$ cat config.mk
export PLATFORM = sky130hd
export DESIGN_NAME = microwave_timer
export DESIGN_NICKNAME = d
export VERILOG_FILES = /design/src/rtl/microwave_timer_pkg.sv /design/src/rtl/microwave_timer_bcd_digit_dec.sv /design/src/rtl/microwave_timer.sv
export SDC_FILE = /design/constraint.sdc
export NUM_CORES = 1
export LEC_CHECK = 0
export ABC_AREA = 1
export CAP_MARGIN = 20
export CORE_MARGIN = 10
export CORE_UTILIZATION = 47
export DETAILED_ROUTE_END_ITERATION = 8
export PLACE_DENSITY = 0.69
export SKIP_CTS_REPAIR_TIMING = 1
export SYNTH_ARGS = -nofsm -noshare
export SYNTH_HDL_FRONTEND = slang
export SYNTH_HIERARCHICAL = 1
export SYNTH_SLANG_ARGS = --single-unit
$ cat constraint.sdc
create_clock -name clk -period 7.1 [get_ports clk]
set_input_delay 1.42 -clock clk [delete_from_list [all_inputs] [get_ports clk]]
set_output_delay 1.42 -clock clk [all_outputs]
set_load 0.05 [all_outputs]
$ cat src/rtl/microwave_timer_pkg.sv
// Shared definitions for the microwave cook timer: FSM states and BCD constants.
package microwave_timer_pkg;

  typedef enum logic [1:0] {
    S_IDLE = 2'd0,
    S_RUN  = 2'd1,
    S_DONE = 2'd2
  } state_t;

  localparam logic [3:0] BCD_ZERO   = 4'd0;
  localparam logic [3:0] BCD_FIVE   = 4'd5;
  localparam logic [3:0] BCD_NINE   = 4'd9;
  localparam int         NUM_DIGITS = 4;

  // Digit order is sec_ones(0), sec_tens(1), min_ones(2), min_tens(3).
  // Only sec_tens wraps to 5; the minutes-tens wrap value is never used
  // because the count stops at 0000.
  function automatic logic [3:0] digit_wrap(input int idx);
    return (idx == 1) ? BCD_FIVE : BCD_NINE;
  endfunction

endpackage

$ cat src/rtl/microwave_timer_bcd_digit_dec.sv
// One BCD digit of the countdown chain: decrements when a borrow arrives,
// wrapping to the supplied value and passing the borrow on when at zero.
module bcd_digit_dec
  import microwave_timer_pkg::*;
(
  input  logic [3:0] digit,
  input  logic       borrow_in,
  input  logic [3:0] wrap,
  output logic [3:0] digit_next,
  output logic       borrow_out
);

  // Borrow-driven decrement of a single digit
  always_comb begin
    digit_next = digit;
    borrow_out = 1'b0;
    if (borrow_in) begin
      if (digit == BCD_ZERO) begin
        digit_next = wrap;
        borrow_out = 1'b1;
      end else begin
        digit_next = digit - 4'd1;
      end
    end
  end

endmodule

$ cat src/rtl/microwave_timer.sv
// Cook-time countdown: keypad entry into an MM:SS BCD register, one decrement
// per prescaled second while the magnetron is on, and a done flag back to the
// magnetron controller.
module microwave_timer
  import microwave_timer_pkg::*;
#(
  parameter int TICK_DIV = 100,
  parameter int CNT_W    = 7
) (
  input  logic       clk,
  input  logic       rstn,
  input  logic       clearn,
  input  logic       load,
  input  logic [3:0] digit,
  input  logic       mag_on,
  output logic [3:0] min_tens,
  output logic [3:0] min_ones,
  output logic [3:0] sec_tens,
  output logic [3:0] sec_ones,
  output logic       timer_done
);

  localparam logic [CNT_W-1:0] PRESC_LAST = CNT_W'(TICK_DIV - 1);

  state_t           state_reg, state_next;
  logic [CNT_W-1:0] presc_reg, presc_next;
  logic             timer_done_reg, timer_done_next;
  logic [3:0]       digits_reg  [NUM_DIGITS];
  logic [3:0]       digits_next [NUM_DIGITS];
  logic [3:0]       dec_digit   [NUM_DIGITS];
  logic [NUM_DIGITS:0] borrow;
  logic             tick;
  logic             time_zero;
  logic             dec_zero;
  logic             shift_en;

  // The chain always computes "time minus one"; the FSM decides when to use it.
  // A borrow out of the top digit means the time is 0000, so nothing is applied.
  assign borrow[0] = 1'b1;

  generate
    for (genvar gi = 0; gi < NUM_DIGITS; gi++) begin : g_digit
      bcd_digit_dec u_dec (
        .digit      (digits_reg[gi]),
        .borrow_in  (borrow[gi]),
        .wrap       (digit_wrap(gi)),
        .digit_next (dec_digit[gi]),
        .borrow_out (borrow[gi+1])
      );

      // Per-digit time register
      always_ff @(posedge clk or negedge rstn) begin
        if (!rstn) begin
          digits_reg[gi] <= BCD_ZERO;
        end else begin
          digits_reg[gi] <= digits_next[gi];
        end
      end
    end
  endgenerate

  assign time_zero = (digits_reg[0] == BCD_ZERO) && (digits_reg[1] == BCD_ZERO) &&
                     (digits_reg[2] == BCD_ZERO) && (digits_reg[3] == BCD_ZERO);
  assign dec_zero  = (dec_digit[0] == BCD_ZERO) && (dec_digit[1] == BCD_ZERO) &&
                     (dec_digit[2] == BCD_ZERO) && (dec_digit[3] == BCD_ZERO);
  assign tick      = (state_reg == S_RUN) && mag_on && (presc_reg == PRESC_LAST);
  assign shift_en  = (state_reg == S_IDLE) && load && !mag_on && (digit <= BCD_NINE);

  // Next-state, prescaler and time register update; clearn overrides everything
  always_comb begin
    state_next = state_reg;
    presc_next = presc_reg;
    for (int i = 0; i < NUM_DIGITS; i++) begin
      digits_next[i] = digits_reg[i];
    end

    case (state_reg)
      S_IDLE: begin
        if (mag_on) begin
          // An empty timer goes straight to DONE so the magnetron stops at once
          state_next = time_zero ? S_DONE : S_RUN;
        end else if (shift_en) begin
          digits_next[3] = digits_reg[2];
          digits_next[2] = digits_reg[1];
          digits_next[1] = digits_reg[0];
          digits_next[0] = digit;
        end
      end
      S_RUN: begin
        // mag_on low pauses: prescaler keeps its partial second
        if (mag_on) begin
          if (tick) begin
            presc_next = '0;
            if (!borrow[NUM_DIGITS]) begin
              for (int i = 0; i < NUM_DIGITS; i++) begin
                digits_next[i] = dec_digit[i];
              end
              if (dec_zero) begin
                state_next = S_DONE;
              end
            end
          end else begin
            presc_next = presc_reg + 1'b1;
          end
        end
      end
      S_DONE: begin
        state_next = S_DONE;
      end
      default: begin
        state_next = S_IDLE;
      end
    endcase

    if (!clearn) begin
      state_next = S_IDLE;
      presc_next = '0;
      for (int i = 0; i < NUM_DIGITS; i++) begin
        digits_next[i] = BCD_ZERO;
      end
    end

    // Registered so timer_done rises on the same edge the time reaches 0000
    timer_done_next = (state_next == S_DONE);
  end

  // State, prescaler and done flag registers
  always_ff @(posedge clk or negedge rstn) begin
    if (!rstn) begin
      state_reg      <= S_IDLE;
      presc_reg      <= '0;
      timer_done_reg <= 1'b0;
    end else begin
      state_reg      <= state_next;
      presc_reg      <= presc_next;
      timer_done_reg <= timer_done_next;
    end
  end

  assign min_tens   = digits_reg[3];
  assign min_ones   = digits_reg[2];
  assign sec_tens   = digits_reg[1];
  assign sec_ones   = digits_reg[0];
  assign timer_done = timer_done_reg;

endmodule

# After elaboration in Yosys (flattened, before gate mapping)
# Index checks and enable logic that the tools add are counted.
# W data, S select, Z words.
# classes
n_addsub	5
magnitude_cmp	1
eq_ne	12
n_mux	33
n_reduce_logical	23
# op_table
operator	count
$mux W16	6
$logic_not A4 Y1	8
$pmux W16 S2	1
$mux W4	7
$mux W7	4
$sub A4 B1 Y4 const B	4
$ne A3 B3 Y1 const B	5
$mux W2	7
$logic_and A1 B1 Y1	11
$add A7 B1 Y7 const B	1
$eq A7 B7 Y1 const B	1
$mux W1	7
$pmux W2 S3	1
$reduce_and A6 Y1	1
$eq A2 B2 Y1 const B	2
$le A4 B4 Y1 const B	1
$ne A2 B1 Y1 const B	2
$ne A3 B1 Y1 const B	1
$eq A2 B1 Y1 const B	1
$logic_not A2 Y1	1
$reduce_and A2 Y1	1
$logic_not A1 Y1	1
# word_totals
register_bits	26
input_bits	9
out_inout_bits	17
elab_cells	81

# Depth between registers and ports, before layout
# Gate-level depths: netlist of run 1.
# logic_depth
depth_word	14
depth_mapped	20

# Cells and area by module
# Netlist of run 1, hierarchy kept.
# by_module_without_submodules
module	n_inst	cells_each	area_each_um2	seq_area_each_um2
microwave_timer	1	236	1631.6	650.6
bcd_digit_dec	4	37	167.7	0.0

# Worst setup path after synthesis of run 1
# OpenSTA, ideal clock, no wires.
# synth_timing
path_type	register to register
start	register digits_reg, in the netlist sec_ones[0]
end	register digits_reg, in the netlist min_ones[3]
setup_ps	119
arrival_ps	2875
required_ps	6981
path_slack_ps	4106
stages_incl_launch_ff	19
n_path_buf	1
path_cell_list	dfrtp_1 > inv_1 > ha_1 > nand2_2 > nor2_1 > inv_1 > nor2_1 > inv_1 > nor2_1 > inv_1 > nor2_1 > inv_1 > nand3_1 > nand2_4 > nand2_8 > nand2_4 > buf_6 > nand2_1 > nand2_1
# synth_between
word_cells_on_any_way	13
classes_between	eq/ne (1); mux (10); reduce/logical (2)
# synth_lines
item	line_no	source
start: declaration	microwave_timer.sv:28	logic [3:0] digits_reg [NUM_DIGITS];
start signal: indexed assignment	microwave_timer.sv:56	digits_reg[gi] <= digits_next[gi];
$logic_not A4 Y1	microwave_timer_bcd_digit_dec.sv:18	if (digit == BCD_ZERO) begin
$mux W1	microwave_timer_bcd_digit_dec.sv:18	
named net borrow[1]	microwave_timer.sv:31	logic [NUM_DIGITS:0] borrow;
$mux W1	microwave_timer_bcd_digit_dec.sv:17	if (borrow_in) begin
named net borrow[2]	microwave_timer.sv:31	
$mux W1	microwave_timer_bcd_digit_dec.sv:17	
named net borrow[3]	microwave_timer.sv:31	
$mux W1	microwave_timer_bcd_digit_dec.sv:17	
named net borrow[4]	microwave_timer.sv:31	
$ne A3 B3 Y1 (no source line)	--	
$reduce_and A6 Y1 (no source line)	--	
# The timed path passes the listed nets, and every way through them passes these cells. The select of a mux whose other input is x is not followed.
# A chain may end at the register's enable or synchronous reset.

# Worst setup path after layout of run 1
# layout_timing
start	register digits_reg, in the netlist sec_ones[0]
end	register digits_reg, in the netlist min_tens[2]
# Same word-level chain as after synthesis.

==> summary.txt, run 1 <==
Final layout
  – Fin area: 0.002709 mm2
  – Area of the multi-input gates: 0.001458 mm2
  – Diode count: 0
  – FF+latch area: 650.6 um2
  – Layout cell share with drive strength beyond 1: 0.05869
  – Commonest non-fill, non-tap cell in the layout: nand2_1
  – Final nets: 442
  – Fillers: 472
  – Non-filler instance count after layout: 493
  – Most frequent cells in the layout: 131 x nand2_1, 53 x inv_1, 52 x nand3_1
  – Fin util: 0.5735
  – Synth-to-layout area growth: 17.66%
  – Max FFs per register: 7

Timing
  – Setup TNS Final: 0 ns
  – Slew HR: 0.6545
  – Unrepaired setup endpoints after global routing: no
  – Fin. max-slew vios: 0
  – Fmax: 0.3040 GHz
  – Post-route minimum period: 3.289 ns
  – Count of final hold-check violations: 0
  – Fin crit share: 0.4633
  – Final hold slack: 0.5279 ns
  – Worst-Margin Slew: 0.5166 ns
  – # setup viols final: 0
  – Setup slack after layout: 3.811 ns
  – Fin Clk Skew: 0.006365 ns

Floorplan
  – Core area: 0.004723 mm2
  – # IOs: 26
  – Cell row count: 25
  – Die ar.: 0.008097 mm2
  – Initial core utilization: 0.4874
  – Die height: 89.99 um
  – Die width: 89.99 um

GRT
  – Largest net degree at the start of global routing: 32
  – First-pass GRT wire length: 9.618 mm
  – Global routing's busiest layer: met2
  – Met2 global-route usage: 0.2246
  – Routing usage on met1: 0.1772
  – Met3 Use GR: 0.01746
  – Total GRT Usage: 0.1330
  – Initial antenna violation count: 0
  – Vias in the first global route: 2,147
  – Total grt overflow: 0

Critical path
  – Flop-to-flop setup slack: 3.81 ns
  – Worst path required time: 7.26 ns
  – Crit path to: min_tens[2]$_DFFE_PN0P_
  – Top cell by count, worst path: inv_1
  – CP Cell Sequence: inv_1 > ha_1 > nand2_2 > nor2_1 > inv_1 > nor2_1 > inv_1 > nor2_1 > inv_1 > nor2_1 > inv_1 > nand3_1 > nand2_4 > nand2_8 > nand2_4 > nand2_1 > nand2_1
  – Reg2reg path depth: 17
  – Crit end category: flip-flop
  – RR Endpoint: min_tens[2]$_DFFE_PN0P_
  – Startpoint Class: flip-flop
  – Max stage delay on crit path: 0.45 ns
  – Critical Path Start: sec_ones[0]$_DFFE_PN0P_
  – Origin of the critical flop-to-flop path: sec_ones[0]$_DFFE_PN0P_
  – Crit path max-delay cell type: dfrtp_1
  – Worst-path fanout max: 17
  – Worst Path Arrival: 3.45 ns
  – Crit path kind: flip-flop to flip-flop

Status
  – Status: finished clean

Placed design
  – Gpl congestion: 0.8393
  – Instance area at placement: 0.002668 mm2
  – DP Worst Slack: 3.854 ns
  – Placed Instances: 490
  – Buffers added on ports: 25
  – DP HPWL: 4.221 mm

Power and ir drop
  – Sw power: 0.5316 mW
  – Pwr Total: 0.9646 mW
  – PwrDens: 356.1 mW/mm2
  – Gate power share: 0.674
  – Cell internal pwr: 0.4330 mW
  – Switching share of power: 0.5511
  – Worst vdd ir: 0.2222 mV
  – Clock group share of total power: 0.087
  – Leakage power: 1.439 nW
  – Flop pwr share: 0.239

Synthesis
  – Sequential cell area fraction in the yosys report: 0.2826
  – Synth unique cells: 26
  – Cells after Synth: 384
  – Synth Area per Inst: 5.995 um2
  – Register bit total from synthesis: 26
  – Yosys Warn Count: 6
  – Mapped Area: 0.002302 mm2

Job
  – Maxcap violations: 0

Detailed routing
  – DR pass1 iterations: 4
  – 1st-iter DRT viols: 116
  – DRC: 0
  – Total Routed Length: 5.641 mm
  – Antenna-violating nets left: 0
  – Vias: 2,362
  – Routed len/inst: 11.44 um
  – Via density: 4.791

Clocking
  – Clock latency at the later pin of the worst-skew pair: 0.27 ns
  – Clock buffer count from CTS: 3
  – CTS tree: yes
  – Clock sinks: 26
  – CTS Buffer Depth: 2
  – Clock-pin slew on the worst setup and hold paths: 0.09 ns
  – CTS Root Buffer Type: clkbuf_8
  – Htree depth: 1

Hold path
  – Min-Delay Path Class: flip-flop to flip-flop
[area by class of cell]
cell class / instances / share of cell area
clock buffers: 3 / 0.01524
inverters: 56 / 0.07760
multi-input cells: 314 / 0.5381
flip-flops and latches: 26 / 0.2402
well taps: 67 / 0.03095
repair buffers: 27 / 0.09792
[how the worst min path moves through the flow]
stage	from	slack, ns	endpoint	depth (start not counted)
2_1_floorplan	presc_reg[1]$_DFFE_PN0P_	0.48	presc_reg[1]$_DFFE_PN0P_	2
3_3_place_gp	presc_reg[1]$_DFFE_PN0P_	0.51	presc_reg[1]$_DFFE_PN0P_	2
3_5_place_dp	presc_reg[1]$_DFFE_PN0P_	0.52	presc_reg[1]$_DFFE_PN0P_	2
4_1_cts	presc_reg[0]$_DFFE_PN0P_	0.54	presc_reg[0]$_DFFE_PN0P_	1
5_1_grt	presc_reg[0]$_DFFE_PN0P_	0.58	presc_reg[0]$_DFFE_PN0P_	1
6_report	presc_reg[0]$_DFFE_PN0P_	0.53	presc_reg[0]$_DFFE_PN0P_	1
[power by group through the flow]
| stage | clock, mW | combinational (mW) | sequential, mW |
|---|---|---|---|
| detailed placement | 0 | 0.650 | 0.233 |
| finish | 0.0839 | 0.651 | 0.230 |
| global route | 0.0907 | 0.737 | 0.237 |
| CTS | 0.0864 | 0.652 | 0.230 |
| floorplan | 0 | 0.425 | 0.308 |
| global placement | 0 | 0.645 | 0.233 |
[Yosys cell counts]
library cell,instances,share of area
and2_1,1,0.0027
inv_1,53,0.086
o21ai_2,3,0.011
ha_1,5,0.027
clkbuf_1,1,0.0016
nor2_4,1,0.0049
nor2_2,4,0.011
nand2_4,3,0.015
nand2_8,1,0.0087
xor2_1,1,0.0038
nor2_1,36,0.059
conb_1,2,0.0033
buf_1,2,0.0033
inv_2,3,0.0049
or2_2,1,0.0027
o21ai_0,21,0.046
a21oi_1,16,0.035
nand2_2,4,0.011
nand2_1,131,0.21
buf_2,2,0.0043
dfrtp_1,26,0.28
buf_4,1,0.0033
nand3_1,52,0.11
buf_6,3,0.015
nand4_1,7,0.019
o211ai_1,4,0.013
[worst max-delay path, delay by kind of cell, from the launching register on]
kind                     cells  cell delay [ns]
flip-flops                   1             0.45
adder cells (fa/ha/maj)      1             0.29
AND/OR/NAND/NOR             11             1.92
buffers and inverters        5             0.51
[logic make-up (layout without fill, tap and decap cells)]
group,count (synthesis),count (layout),share of synthesized area
AND/OR/NAND/NOR,241,241,0.4598
adder cells (fa/ha/maj),5,5,0.02717
flip-flops,26,26,0.2826
AO/OA/AOI/OAI,44,44,0.1049
XOR/XNOR,1,1,0.003805
other,2,23,0.003262
buffers and inverters,65,86,0.1185
[routing by layer]
layer / wire (um) / share of wire / up-vias
li1: - / - / 1274
met1: 2645 / 0.47 / 1024
met2: 2633 / 0.47 / 60
met3: 333 / 0.059 / 4
met4: 28 / 0.0050 / 0
met5: 0 / 0 / -
Note: power is estimated with default switching activity, not from simulation.
==> run 2: changes to the inputs <==
clock period = 3.1 ns   (was 7.1 ns; I/O delays follow)
==> summary.txt, run 2 (same netlist as run 1, synthesis figures left out) <==
Placed design
  – DP HPWL: 4.309 mm
  – Gpl congestion: 0.8676
  – Buffers added on ports: 25

Floorplan
  – Cell row count: 25
  – Die width: 89.99 um
  – Initial core utilization: 0.4874
  – # IOs: 26
  – Die height: 89.99 um
  – Die ar.: 0.008097 mm2
  – Core area: 0.004723 mm2

GRT
  – Total grt overflow: 0
  – Initial antenna violation count: 0
  – Vias in the first global route: 2,073
  – Total GRT Usage: 0.1376
  – First-pass GRT wire length: 9.694 mm
  – Largest net degree at the start of global routing: 27

Critical path
  – Crit path max-delay cell type: dfrtp_1
  – Crit path to: state_reg[0]$_DFF_PN0_
  – Crit path kind: flip-flop to flip-flop
  – Critical Path Start: sec_ones[0]$_DFFE_PN0P_
  – Worst Path Arrival: 2.86 ns
  – Flop-to-flop setup slack: 0.37 ns
  – Origin of the critical flop-to-flop path: sec_ones[0]$_DFFE_PN0P_
  – Worst path required time: 3.24 ns
  – Buf/Inv on CP: 4
  – CP Depth: 19
  – Delay-heaviest family, CP: simple AND/OR/NAND/NOR gates
  – RR Endpoint: state_reg[0]$_DFF_PN0_
  – Worst-path fanout max: 7
  – CP Cell Sequence: inv_1 > ha_1 > nand2_2 > nor2_1 > inv_1 > nor2_1 > inv_1 > nor2_4 > nand2_1 > inv_1 > o21ai_0 > nor2_1 > nand2_1 > nor2_1 > nand2_1 > nor2_1 > nand2_1 > nand2_1 > a21oi_1
  – Max stage delay on crit path: 0.43 ns
  – Startpoint Class: flip-flop
  – Reg2reg path depth: 19
  – Crit end category: flip-flop

Final layout
  – Max FFs per register: 7
  – Synth-to-layout area growth: 19.29%
  – Area of the multi-input gates: 0.001465 mm2
  – Layout cell share with drive strength beyond 1: 0.06977
  – Fillers: 484
  – Commonest non-fill, non-tap cell in the layout: nand2_1
  – Final nets: 446
  – Fin util: 0.5815
  – Diode count: 0
  – FF+latch area: 650.6 um2
  – Most frequent cells in the layout: 131 x nand2_1, 53 x inv_1, 52 x nand3_1

Timing
  – Unrepaired setup endpoints after global routing: no
  – Worst-Margin Slew: 0.5212 ns
  – Post-route minimum period: 2.728 ns
  – Slew HR: 0.6515
  – Fin Clk Skew: 0.008393 ns
  – Fmax: 0.3666 GHz
  – # setup viols final: 0
  – Fin crit share: 0.8798
  – Fin. max-slew vios: 0
  – Count of final hold-check violations: 0
  – Setup TNS Final: 0 ns

Detailed routing
  – Via density: 4.841
  – Routed len/inst: 11.56 um
  – Total Routed Length: 5.747 mm
  – DR pass1 iterations: 5
  – Antenna-violating nets left: 0
  – Vias: 2,406
  – DRC: 0
  – 1st-iter DRT viols: 161

Clocking
  – Clock-pin slew on the worst setup and hold paths: 0.08 ns
  – Clock sinks: 26
  – Clock latency at the later pin of the worst-skew pair: 0.27 ns
  – CTS Buffer Depth: 2
  – CTS tree: yes
  – Htree depth: 1
  – CTS Root Buffer Type: clkbuf_8
  – Clock buffer count from CTS: 3

Hold path
  – Min-Delay Path Class: flip-flop to flip-flop

Power and ir drop
  – Worst vdd ir: 0.5699 mV
  – PwrDens: 827.4 mW/mm2
  – Leakage power: 1.460 nW

Job
  – Maxcap violations: 0

Status
  – Status: finished clean
[run 2: cell types whose count changed in the layout (fill, tap and decap cells not counted)]
cell / previous run / this run
nor2_4: 1 / 2
buf_4: 2 / 6
nor2_1: 36 / 35
[run 2: worst register-to-register path, delay by kind of cell, from the launching register on]
family	cells	cell delay [ns]
and+or+nand+nor	12	1.31
buffers and inverters	4	0.38
DFF	1	0.43
AOI/OAI and AO/OA	2	0.20
adders and majority gates	1	0.27
[run 2: cell type report]
cell class / instances / share of cell area
tap: 67 / 0.03052
clock buffer: 3 / 0.01503
multi-input combinational: 314 / 0.5335
sequential: 26 / 0.2369
timing repair buffer: 31 / 0.1075
inverter: 56 / 0.07654
[run 2: how the worst min path moves through the flow]
stage	startpoint	to	slack (ns)	cells after the start
after floorplan	rstn	min_ones[0]$_DFFE_PN0P_	0.32	0
after global placement	presc_reg[1]$_DFFE_PN0P_	presc_reg[1]$_DFFE_PN0P_	0.51	2
after detailed placement	presc_reg[0]$_DFFE_PN0P_	presc_reg[0]$_DFFE_PN0P_	0.52	1
after CTS	presc_reg[0]$_DFFE_PN0P_	presc_reg[0]$_DFFE_PN0P_	0.54	1
after global routing	presc_reg[1]$_DFFE_PN0P_	presc_reg[1]$_DFFE_PN0P_	0.59	2
final	presc_reg[1]$_DFFE_PN0P_	presc_reg[1]$_DFFE_PN0P_	0.54	2
[run 2: per-layer routing]
layer	vias up	wire length (um)	GRT usage
met2	52	2587	0.2185
met5	-	0	0
met3	5	270	0.02494
met1	1069	2845	0.1902
li1	1280	-	-
met4	0	44	0.02520
[run 2: power breakdown]
| part | internal [mW] | switching, mW | leakage, nW |
|---|---|---|---|
| Combinational | 0.527 | 1.04 | 1.08 |
| Sequential | 0.410 | 0.104 | 0.357 |
| Clock | 0.0871 | 0.103 | 0.0216 |
| Total | 1.02 | 1.25 | 1.46 |
[run 2: metrics by stage]
step	hold slack (ns)	cell area [um2]	setup WS [ns]	total power [mW]	std cells
3_3_place_gp	0.5130	2698	0.2669	2.057	494
2_1_floorplan	0.3244	2381	0.1064	1.679	405
4_1_cts	0.5367	2739	0.1900	2.259	497
6_report	0.5368	2746	0.3725	2.272	497
3_5_place_dp	0.5249	2698	0.2202	2.063	494
5_1_grt	0.5881	2746	0.03667	2.496	497
